==> config.mk <==
export PLATFORM = sky130hd
export DESIGN_NAME = voq_pkt_cnt_array_flat
export DESIGN_NICKNAME = d
export VERILOG_FILES = /design/src/rtl/voq_pkt_cnt_array_pkg.sv /design/src/rtl/voq_pkt_cnt_array_if.sv /design/src/rtl/voq_pkt_cnt_array_cell.sv /design/src/rtl/voq_pkt_cnt_array.sv /design/src/flat_wrapper.sv
export SDC_FILE = /design/constraint.sdc
export NUM_CORES = 1
export LEC_CHECK = 0
export CELL_PAD_IN_SITES_DETAIL_PLACEMENT = 0
export CELL_PAD_IN_SITES_GLOBAL_PLACEMENT = 1
export CORE_MARGIN = 5
export CORE_UTILIZATION = 45
export CTS_BUF_LIST = sky130_fd_sc_hd__clkbuf_4 sky130_fd_sc_hd__clkbuf_8
export CTS_CLUSTER_DIAMETER = 80
export DETAILED_ROUTE_END_ITERATION = 8
export PLACE_DENSITY = 0.93
export SYNTH_ARGS = -nofsm -noshare
export SYNTH_HDL_FRONTEND = slang
export SYNTH_SLANG_ARGS = --single-unit
==> constraint.sdc <==
create_clock -name clk -period 8.1 [get_ports clk]
set_input_delay 0.81 -clock clk [delete_from_list [all_inputs] [get_ports clk]]
set_output_delay 0.81 -clock clk [all_outputs]
set_load 0.05 [all_outputs]
==> src/rtl/voq_pkt_cnt_array_pkg.sv <==
// voq_pkt_cnt_array_pkg: shared sizing defaults and helpers for the VOQ packet counter array
package voq_pkt_cnt_array_pkg;

    localparam int PORT_NUB_TOTAL = 8;
    localparam int CNT_WIDTH_DEF  = 9;
    localparam int AFULL_TH_DEF   = 448;

    // Queue-select width; a single queue still gets a 1-bit select.
    function automatic int sel_w(input int n);
        return (n > 1) ? $clog2(n) : 1;
    endfunction

endpackage

==> src/rtl/voq_pkt_cnt_array_if.sv <==
// voq_pkt_cnt_array_if: strobe, select and status bundle of the VOQ counter array
interface voq_pkt_cnt_array_if
    import voq_pkt_cnt_array_pkg::*;
#(
    parameter int PORT_NUB  = PORT_NUB_TOTAL,
    parameter int CNT_WIDTH = CNT_WIDTH_DEF
);

    localparam int WIDTH_SEL = sel_w(PORT_NUB);

    logic [PORT_NUB-1:0]  cnt_add;
    logic                 cnt_minus;
    logic [WIDTH_SEL-1:0] minus_sel;
    logic                 clr;
    logic [WIDTH_SEL-1:0] clr_sel;
    logic                 err_clr;
    logic [WIDTH_SEL-1:0] rd_sel;
    logic [CNT_WIDTH-1:0] rd_cnt;
    logic [PORT_NUB-1:0]  cnt_eq_zero;
    logic [PORT_NUB-1:0]  cnt_full;
    logic [PORT_NUB-1:0]  cnt_afull;
    logic [PORT_NUB-1:0]  err_ovf;
    logic [PORT_NUB-1:0]  err_udf;

    modport master (
        output cnt_add, cnt_minus, minus_sel, clr, clr_sel, err_clr, rd_sel,
        input  rd_cnt, cnt_eq_zero, cnt_full, cnt_afull, err_ovf, err_udf
    );

    modport slave (
        input  cnt_add, cnt_minus, minus_sel, clr, clr_sel, err_clr, rd_sel,
        output rd_cnt, cnt_eq_zero, cnt_full, cnt_afull, err_ovf, err_udf
    );

endinterface

==> src/rtl/voq_pkt_cnt_array_cell.sv <==
// voq_cnt_cell: one saturating packet counter with level flags and sticky over/underflow bits
module voq_cnt_cell
    import voq_pkt_cnt_array_pkg::*;
#(
    parameter int CNT_WIDTH = CNT_WIDTH_DEF,
    parameter int AFULL_TH  = AFULL_TH_DEF
) (
    input  logic                 clk,
    input  logic                 rst_n,
    input  logic                 add_i,
    input  logic                 minus_i,
    input  logic                 clr_i,
    input  logic                 err_clr_i,
    output logic [CNT_WIDTH-1:0] cnt_o,
    output logic                 eq_zero_o,
    output logic                 full_o,
    output logic                 afull_o,
    output logic                 ovf_o,
    output logic                 udf_o
);

    localparam logic [CNT_WIDTH-1:0] CNT_MAX = '1;

    logic [CNT_WIDTH-1:0] cnt_q, cnt_d;
    logic                 ovf_q, ovf_d, udf_q, udf_d;
    logic                 inc, dec;

    // Clear beats everything, simultaneous add+minus cancel, otherwise saturate or step.
    always_comb begin
        inc   = add_i && !minus_i && !clr_i;
        dec   = minus_i && !add_i && !clr_i;
        cnt_d = clr_i ? '0 :
                (inc && cnt_q != CNT_MAX) ? cnt_q + CNT_WIDTH'(1) :
                (dec && cnt_q != '0) ? cnt_q - CNT_WIDTH'(1) : cnt_q;
        ovf_d = (inc && cnt_q == CNT_MAX) || (ovf_q && !err_clr_i);
        udf_d = (dec && cnt_q == '0) || (udf_q && !err_clr_i);
    end

    // Counter and sticky error state.
    always_ff @(posedge clk or negedge rst_n) begin
        if (!rst_n) begin
            cnt_q <= '0;
            ovf_q <= 1'b0;
            udf_q <= 1'b0;
        end else begin
            cnt_q <= cnt_d;
            ovf_q <= ovf_d;
            udf_q <= udf_d;
        end
    end

    assign cnt_o     = cnt_q;
    assign eq_zero_o = cnt_q == '0;
    assign full_o    = cnt_q == CNT_MAX;
    assign afull_o   = cnt_q >= CNT_WIDTH'(AFULL_TH);
    assign ovf_o     = ovf_q;
    assign udf_o     = udf_q;

endmodule

==> src/rtl/voq_pkt_cnt_array.sv <==
// voq_pkt_cnt_array: per-destination VOQ packet counters with status flags and registered readback
module voq_pkt_cnt_array
    import voq_pkt_cnt_array_pkg::*;
#(
    parameter int PORT_NUB  = PORT_NUB_TOTAL,
    parameter int CNT_WIDTH = CNT_WIDTH_DEF,
    parameter int AFULL_TH  = AFULL_TH_DEF
) (
    input logic                 clk,
    input logic                 rst_n,
    voq_pkt_cnt_array_if.slave  bus
);

    localparam int WIDTH_SEL = sel_w(PORT_NUB);

    logic [CNT_WIDTH-1:0] cnt_w [PORT_NUB];
    logic [PORT_NUB-1:0]  minus_w, clr_w, eq_w, full_w, afull_w, ovf_w, udf_w;
    logic [CNT_WIDTH-1:0] rd_cnt_q, rd_cnt_d;

    // Out-of-range selects match no queue, so they are naturally ignored.
    for (genvar i = 0; i < PORT_NUB; i++) begin : g_cell
        assign minus_w[i] = bus.cnt_minus && bus.minus_sel == WIDTH_SEL'(i);
        assign clr_w[i]   = bus.clr && bus.clr_sel == WIDTH_SEL'(i);
        voq_cnt_cell #(
            .CNT_WIDTH (CNT_WIDTH),
            .AFULL_TH  (AFULL_TH)
        ) u_cell (
            .clk       (clk),
            .rst_n     (rst_n),
            .add_i     (bus.cnt_add[i]),
            .minus_i   (minus_w[i]),
            .clr_i     (clr_w[i]),
            .err_clr_i (bus.err_clr),
            .cnt_o     (cnt_w[i]),
            .eq_zero_o (eq_w[i]),
            .full_o    (full_w[i]),
            .afull_o   (afull_w[i]),
            .ovf_o     (ovf_w[i]),
            .udf_o     (udf_w[i])
        );
    end

    // Readback mux; an unmatched select reads as zero.
    always_comb begin
        rd_cnt_d = '0;
        for (int k = 0; k < PORT_NUB; k++)
            if (bus.rd_sel == WIDTH_SEL'(k)) rd_cnt_d = cnt_w[k];
    end

    // Registered readback of the pre-update count.
    always_ff @(posedge clk or negedge rst_n) begin
        if (!rst_n) rd_cnt_q <= '0;
        else        rd_cnt_q <= rd_cnt_d;
    end

    assign bus.rd_cnt      = rd_cnt_q;
    assign bus.cnt_eq_zero = eq_w;
    assign bus.cnt_full    = full_w;
    assign bus.cnt_afull   = afull_w;
    assign bus.err_ovf     = ovf_w;
    assign bus.err_udf     = udf_w;

endmodule

==> src/flat_wrapper.sv <==
// flat-port wrapper written by rule: the top's interface ports become plain ports
module voq_pkt_cnt_array_flat import voq_pkt_cnt_array_pkg::*;
#(
    parameter int PORT_NUB  = PORT_NUB_TOTAL,
    parameter int CNT_WIDTH = CNT_WIDTH_DEF,
    parameter int AFULL_TH  = AFULL_TH_DEF
)
  (clk, rst_n, bus_cnt_add, bus_cnt_minus, bus_minus_sel, bus_clr, bus_clr_sel, bus_err_clr, bus_rd_sel, bus_rd_cnt, bus_cnt_eq_zero, bus_cnt_full, bus_cnt_afull, bus_err_ovf, bus_err_udf);
  voq_pkt_cnt_array_if #(.PORT_NUB(PORT_NUB), .CNT_WIDTH(CNT_WIDTH)) bus_i ();
  input logic clk;
  input logic rst_n;
  input wire logic [$bits(bus_i.cnt_add)-1:0] bus_cnt_add;
  input wire logic [$bits(bus_i.cnt_minus)-1:0] bus_cnt_minus;
  input wire logic [$bits(bus_i.minus_sel)-1:0] bus_minus_sel;
  input wire logic [$bits(bus_i.clr)-1:0] bus_clr;
  input wire logic [$bits(bus_i.clr_sel)-1:0] bus_clr_sel;
  input wire logic [$bits(bus_i.err_clr)-1:0] bus_err_clr;
  input wire logic [$bits(bus_i.rd_sel)-1:0] bus_rd_sel;
  output wire logic [$bits(bus_i.rd_cnt)-1:0] bus_rd_cnt;
  output wire logic [$bits(bus_i.cnt_eq_zero)-1:0] bus_cnt_eq_zero;
  output wire logic [$bits(bus_i.cnt_full)-1:0] bus_cnt_full;
  output wire logic [$bits(bus_i.cnt_afull)-1:0] bus_cnt_afull;
  output wire logic [$bits(bus_i.err_ovf)-1:0] bus_err_ovf;
  output wire logic [$bits(bus_i.err_udf)-1:0] bus_err_udf;
  assign bus_i.cnt_add = bus_cnt_add;
  assign bus_i.cnt_minus = bus_cnt_minus;
  assign bus_i.minus_sel = bus_minus_sel;
  assign bus_i.clr = bus_clr;
  assign bus_i.clr_sel = bus_clr_sel;
  assign bus_i.err_clr = bus_err_clr;
  assign bus_i.rd_sel = bus_rd_sel;
  assign bus_rd_cnt = bus_i.rd_cnt;
  assign bus_cnt_eq_zero = bus_i.cnt_eq_zero;
  assign bus_cnt_full = bus_i.cnt_full;
  assign bus_cnt_afull = bus_i.cnt_afull;
  assign bus_err_ovf = bus_i.err_ovf;
  assign bus_err_udf = bus_i.err_udf;
  voq_pkt_cnt_array #(.PORT_NUB(PORT_NUB), .CNT_WIDTH(CNT_WIDTH), .AFULL_TH(AFULL_TH)) u_core (.clk(clk), .rst_n(rst_n), .bus(bus_i));
endmodule
# Word level (Yosys, flattened, before mapping)
# Cells that the tools add are included.
# op_classes
magnitude_cmp,8
div_mod_pow,0
addsub,16
n_eq_ne,37
multipliers,0
n_mux,32
bitwise,0
shift,0
n_reduce_logical,164
# op_table
op,n
$mux W9,32
$logic_and A1 B1 Y1,96
$add A9 B1 Y9 const B,8
$eq A9 B9 Y1 const B,8
$ge A9 B9 Y1 const B,8
$logic_not A9 Y1,8
$ne A9 B9 Y1 const B,8
$reduce_bool A9 Y1,8
$sub A9 B1 Y9 const B,8
$eq A3 B3 Y1 const B,12
$logic_not A1 Y1,25
$reduce_bool A3 Y1,8
$eq A3 B2 Y1 const B,6
$logic_or A1 B1 Y1,16
$eq A3 B1 Y1 const B,3
$logic_not A3 Y1,3
# word_totals
romBits,0
register_bits,97
memories,0
ram_bits,0
latchBits,0
wordCells,282

# Longest topological paths before layout
# depth
word_depth,9
mapped_depth,12
mapped_depth_nobuf,12

# Hierarchy
# Synthesis repeated with hierarchy kept, for this count alone.
# unflattened
hier_cells,949
area_unflattened_um2,8192.9
# by_module_without_submodules
mod,cells_per_inst,n_inst,area_per_inst_um2,seq_area_each_um2
voq_cnt_cell (u_core.g_cell[0].u_cell ...),102,7,894.6,275.3
voq_pkt_cnt_array,134,1,1037.2,225.2
voq_cnt_cell (u_core.g_cell[7].u_cell),101,1,893.4,275.3

# Worst setup path after synthesis
# No wires, ideal clock.
# synth_path
path_kind,input-to-reg
from,in bus_clr_sel[2]
to,reg u_core.g_cell[2].u_cell.cnt_q[8]
t_arrival_ns,3.318
slack_ns,4.660
path_buffers,1
path_stages,11
cell_sequence,clkbuf_1 > nor3_1 > or3_1 > inv_1 > fa_1 > nor2b_1 > o2111ai_1 > nand3_1 > o211ai_1 > mux2i_1 > o22a_1
# synth_via
elab_chain_len,7
word_cells_on_any_way,10
classes_between,1 x eq/ne; 2 x mux; 7 x reduce/logical
# synth_lines
element,line_no,source
"start, declared",flat_wrapper.sv:16,input wire logic [$bits(bus_i.clr_sel)-1:0] bus_clr_sel;
$eq A3 B2 Y1 *,voq_pkt_cnt_array.sv:23,assign clr_w[i] = bus.clr && bus.clr_sel == WIDTH_SEL'(i);
$logic_and A1 B1 Y1 *,voq_pkt_cnt_array.sv:23,
$logic_not A1 Y1,"voq_pkt_cnt_array_cell.sv:30, voq_pkt_cnt_array_cell.sv:31",
$logic_and A1 B1 Y1,voq_pkt_cnt_array_cell.sv:30,inc = add_i && !minus_i && !clr_i;
$logic_and A1 B1 Y1,voq_pkt_cnt_array_cell.sv:33,(inc && cnt_q != CNT_MAX) ? cnt_q + CNT_WIDTH'(1) :
$mux W9,voq_pkt_cnt_array_cell.sv:33,
$mux W9,voq_pkt_cnt_array_cell.sv:32,cnt_d = clr_i ? '0 :
"end signal, assigned",voq_pkt_cnt_array_cell.sv:46,cnt_q <= cnt_d;
"end, declared",voq_pkt_cnt_array_cell.sv:24,"logic [CNT_WIDTH-1:0] cnt_q, cnt_d;"
# Every way passes the cells marked *; elsewhere a longest branch is shown, timed or not.
# A chain may end at the register's enable or synchronous reset.

# Final worst setup path
# layout_path
from,in bus_clr_sel[0]
to,reg u_core.g_cell[4].u_cell.cnt_q[8]
# layout_via
elab_chain_len,7
word_cells_on_any_way,10
classes_between,1 x eq/ne; 2 x mux; 7 x reduce/logical
# layout_lines
element,line_no
$eq A3 B3 Y1 *,voq_pkt_cnt_array.sv:23
$logic_and A1 B1 Y1 *,voq_pkt_cnt_array.sv:23
$logic_not A1 Y1,"voq_pkt_cnt_array_cell.sv:30, voq_pkt_cnt_array_cell.sv:31"
$logic_and A1 B1 Y1,voq_pkt_cnt_array_cell.sv:30
$logic_and A1 B1 Y1,voq_pkt_cnt_array_cell.sv:33
$mux W9,voq_pkt_cnt_array_cell.sv:33
$mux W9,voq_pkt_cnt_array_cell.sv:32
"end signal, assigned",voq_pkt_cnt_array_cell.sv:46
"end, declared",voq_pkt_cnt_array_cell.sv:24
# Marks and branches as above.

==> flow_summary.toml <==
[die]
start_util = 0.461
fp.dieW_um = 144
pin_count = 71
rows = 48
die-area_mm2 = 0.0206
die_y_um = 144
core_mm2 = 0.0174

[detailed_routing]
wirelength_um = 20400
drtPass1Iterations = 5
routedWlPerCell_um = 17.2
drt_iter0_drc = 414
drc = 0
ant_nets = 0
vias = 6786
via_per_inst = 5.75

[grt]
grt_usage = 0.204
grt_pass1_vias = 6539
grt.overflow.total = 0
grt_max_degree = 51
grt_pass1_wl_um = 33700
antenna_found_initial = 0

[synth]
synth_ff_type = "dfrtp_1"
yosys.area_share.simple = 0.225
postSynthAreaPerCell_um2 = 8.68
syn_nets = 1020
synth_compound_area_frac = 0.158
ys_async_sr_fraction = 1.00
ys_ff_latch = 97
seq_area_frac_synth = 0.302
synth_edf_count = 0
yosysWarnings = 0
syn_area_mm2 = 0.00803
synth_top_family_by_area = "simple AND/OR/NAND/NOR gates"
synth-adder-area-share = 0.120
syn_inst = 926
synth.distinct_cells = 58
synthMuxAreaShare = 0.0620
synth_xor_area_frac = 0.0523

[cts]
postCtsSetupBuffers = 0
insertion_delay_ns = 0.40
hold_buffers = 0
cts_buffer_depth = 2
htreeDepth = 3
cts_resized = 0
numCtsBuffers = 9
clkTransAtPathRegs_ns = 0.11
cts_tree = "yes"
clkSinkCount = 97
cts_root_buf = "clkbuf_8"

[setup_path]
crit_required_ns = 8.40
crit_path_start_kind = "input port"
path_cells = "clkdlybuf4s50_1 > nand2b_1 > nor2_1 > or3_1 > inv_1 > fa_1 > nor2b_1 > o2111ai_1 > nand3_1 > o211ai_1 > mux2i_1 > o22a_1"
cp.buffers_inverters = 2
max_stage_delay_ns = 0.60
crit_slowest_cell = "clkdlybuf4s50_1"
endpoint_kind = "flip-flop"
path_delay_family = "simple AND/OR/NAND/NOR gates"
crit_arrival_ns = 4.28
crit_type = "in -> reg"
crit_fanout = 12

[power]
pwr_density_cell_mw_per_mm2 = 344
peakVddDrop_mv = 0.190
p_leak_nw = 3.95

[timing]
finalHoldViolCount = 0
setup_violations = 0
clock_skew_ns = 0.0191
fmax_mhz = 251
worst_pin_slew_ns = 1.25
slew_headroom = 0.164
fin_crit_sh = 0.492
rsz0062_at_grt = "no"
tns_ns = 0
timing.hold.ws_ns = 0.413
slew_violations = 0
finalCriticalPeriod_ns = 3.98

[place]
portBuffers = 70
dpl.hpwl_um = 15800
gp_congestion = 0.920

[run_status]
outcome = "finished clean"

[hold_path]
hold_class = "in -> async"

[cells_and_area]
area_delta_synth_final_pct = 10.0
drive_gt1_frac = 0.0586
fin_nets = 1045
post-route-util = 0.507
fillCellCount = 1651
diodes = 0

[run]
maxCapViolations = 0
-- per-stage QoR --
stage / std cells / power (mW) / setup WS [ns] / cell area [um2]
after CTS: 1181 / 3.05 / 4.20 / 8840
after detailed placement: 1165 / 2.71 / 3.79 / 8640
after global placement: 1165 / 2.68 / 3.90 / 8640
final: 1181 / 3.04 / 4.12 / 8840
after global routing: 1181 / 3.32 / 3.88 / 8840
after floorplan: 926 / 2.28 / 4.66 / 8030
-- placed cells by master, fill, tap and decap left out, types with 9 or more instances in the layout --
cell type        instances
a21oi_1                 55
mux4_2                  10
inv_1                   61
clkbuf_8                 9
xnor2_1                 24
clkdlybuf4s50_1         69
o22ai_1                 12
nor3_1                  32
nand2_1                 83
ha_1                    64
o31ai_1                 23
o21ai_0                 23
dfrtp_1                 97
xor2_1                  24
mux2i_1                 25
or3_1                   12
nor2_1                 102
and4_1                   9
nor4_1                   9
and3_1                  13
nand4_1                 11
nand3_1                 38
-- power breakdown --
group          total, mW  internal, mW  switching [mW]
Combinational       1.74         0.791           0.946
Sequential         0.981         0.679           0.302
Clock              0.325         0.120           0.204
-- state kept, by name, indices dropped and copies added (netlist names) --
signal,count
u_core.g_cell.u_cell.udf_o,8
u_core.g_cell.u_cell.ovf_o,8
u_core.bus.rd_cnt,9
u_core.g_cell.u_cell.cnt_o,72
-- Yosys cell counts (all sizes together) (10+ instances only) --
| master | n | area, um2 |
|---|---|---|
| nor2 | 103 | 389 |
| dfrtp | 97 | 2430 |
| nand2 | 83 | 312 |
| ha | 64 | 801 |
| inv | 63 | 236 |
| a21oi | 55 | 275 |
| buf | 50 | 370 |
| nand3 | 38 | 190 |
| nor3 | 33 | 170 |
| mux2i | 25 | 250 |
| xnor2 | 24 | 210 |
| xor2 | 24 | 210 |
| o21ai | 23 | 115 |
| o31ai | 23 | 173 |
| and3 | 16 | 115 |
| clkbuf | 12 | 45.0 |
| o22ai | 12 | 75.1 |
| or3 | 12 | 75.1 |
| nand4 | 11 | 68.8 |
| mux4 | 10 | 225 |
-- per-layer routing --
metal	global-route usage	vias to the layer above	routed length, um
met2	0.325	174	9120
met4	0.0768	0	662
li1	-	3352	-
met1	0.276	3223	9550
met3	0.0393	37	1020
met5	0	-	0
-- area by class of cell --
type / count / area, um2 / area share
clock inverter: 7 / 70.1 / 0.00793
clock buffer: 9 / 124 / 0.0140
multi-input combinational: 704 / 4950 / 0.561
sequential: 97 / 2430 / 0.275
timing repair buffer: 76 / 743 / 0.0841
inverter: 63 / 236 / 0.0268
tap: 225 / 282 / 0.0319
-- kinds of logic after synthesis --
family / count (synthesis)
flops: 97
mux: 37
xor+xnor: 48
simple gates: 359
compound gates: 188
buf+inv: 125
fa+ha+maj: 72
-- final timing paths --
path                       slack [ns]  depth (start not counted)                                         start                                           end
max reg2reg                      4.86                         12  u_core.g_cell[1].u_cell.cnt_o[7]$_DFFE_PN0P_  u_core.g_cell[1].u_cell.cnt_o[8]$_DFFE_PN0P_
max in group asynchronous        6.57                          2                                         rst_n  u_core.g_cell[6].u_cell.cnt_o[3]$_DFFE_PN0P_
max                              4.12                         12                                bus_clr_sel[0]  u_core.g_cell[4].u_cell.cnt_o[8]$_DFFE_PN0P_
min                              0.41                          1                                         rst_n  u_core.g_cell[4].u_cell.cnt_o[8]$_DFFE_PN0P_
min reg2reg                      0.53                          2       u_core.g_cell[4].u_cell.udf_o$_DFF_PN0_       u_core.g_cell[4].u_cell.udf_o$_DFF_PN0_
min in group clk                 0.53                          2       u_core.g_cell[4].u_cell.udf_o$_DFF_PN0_       u_core.g_cell[4].u_cell.udf_o$_DFF_PN0_
Power figures use the tool's default switching activity.
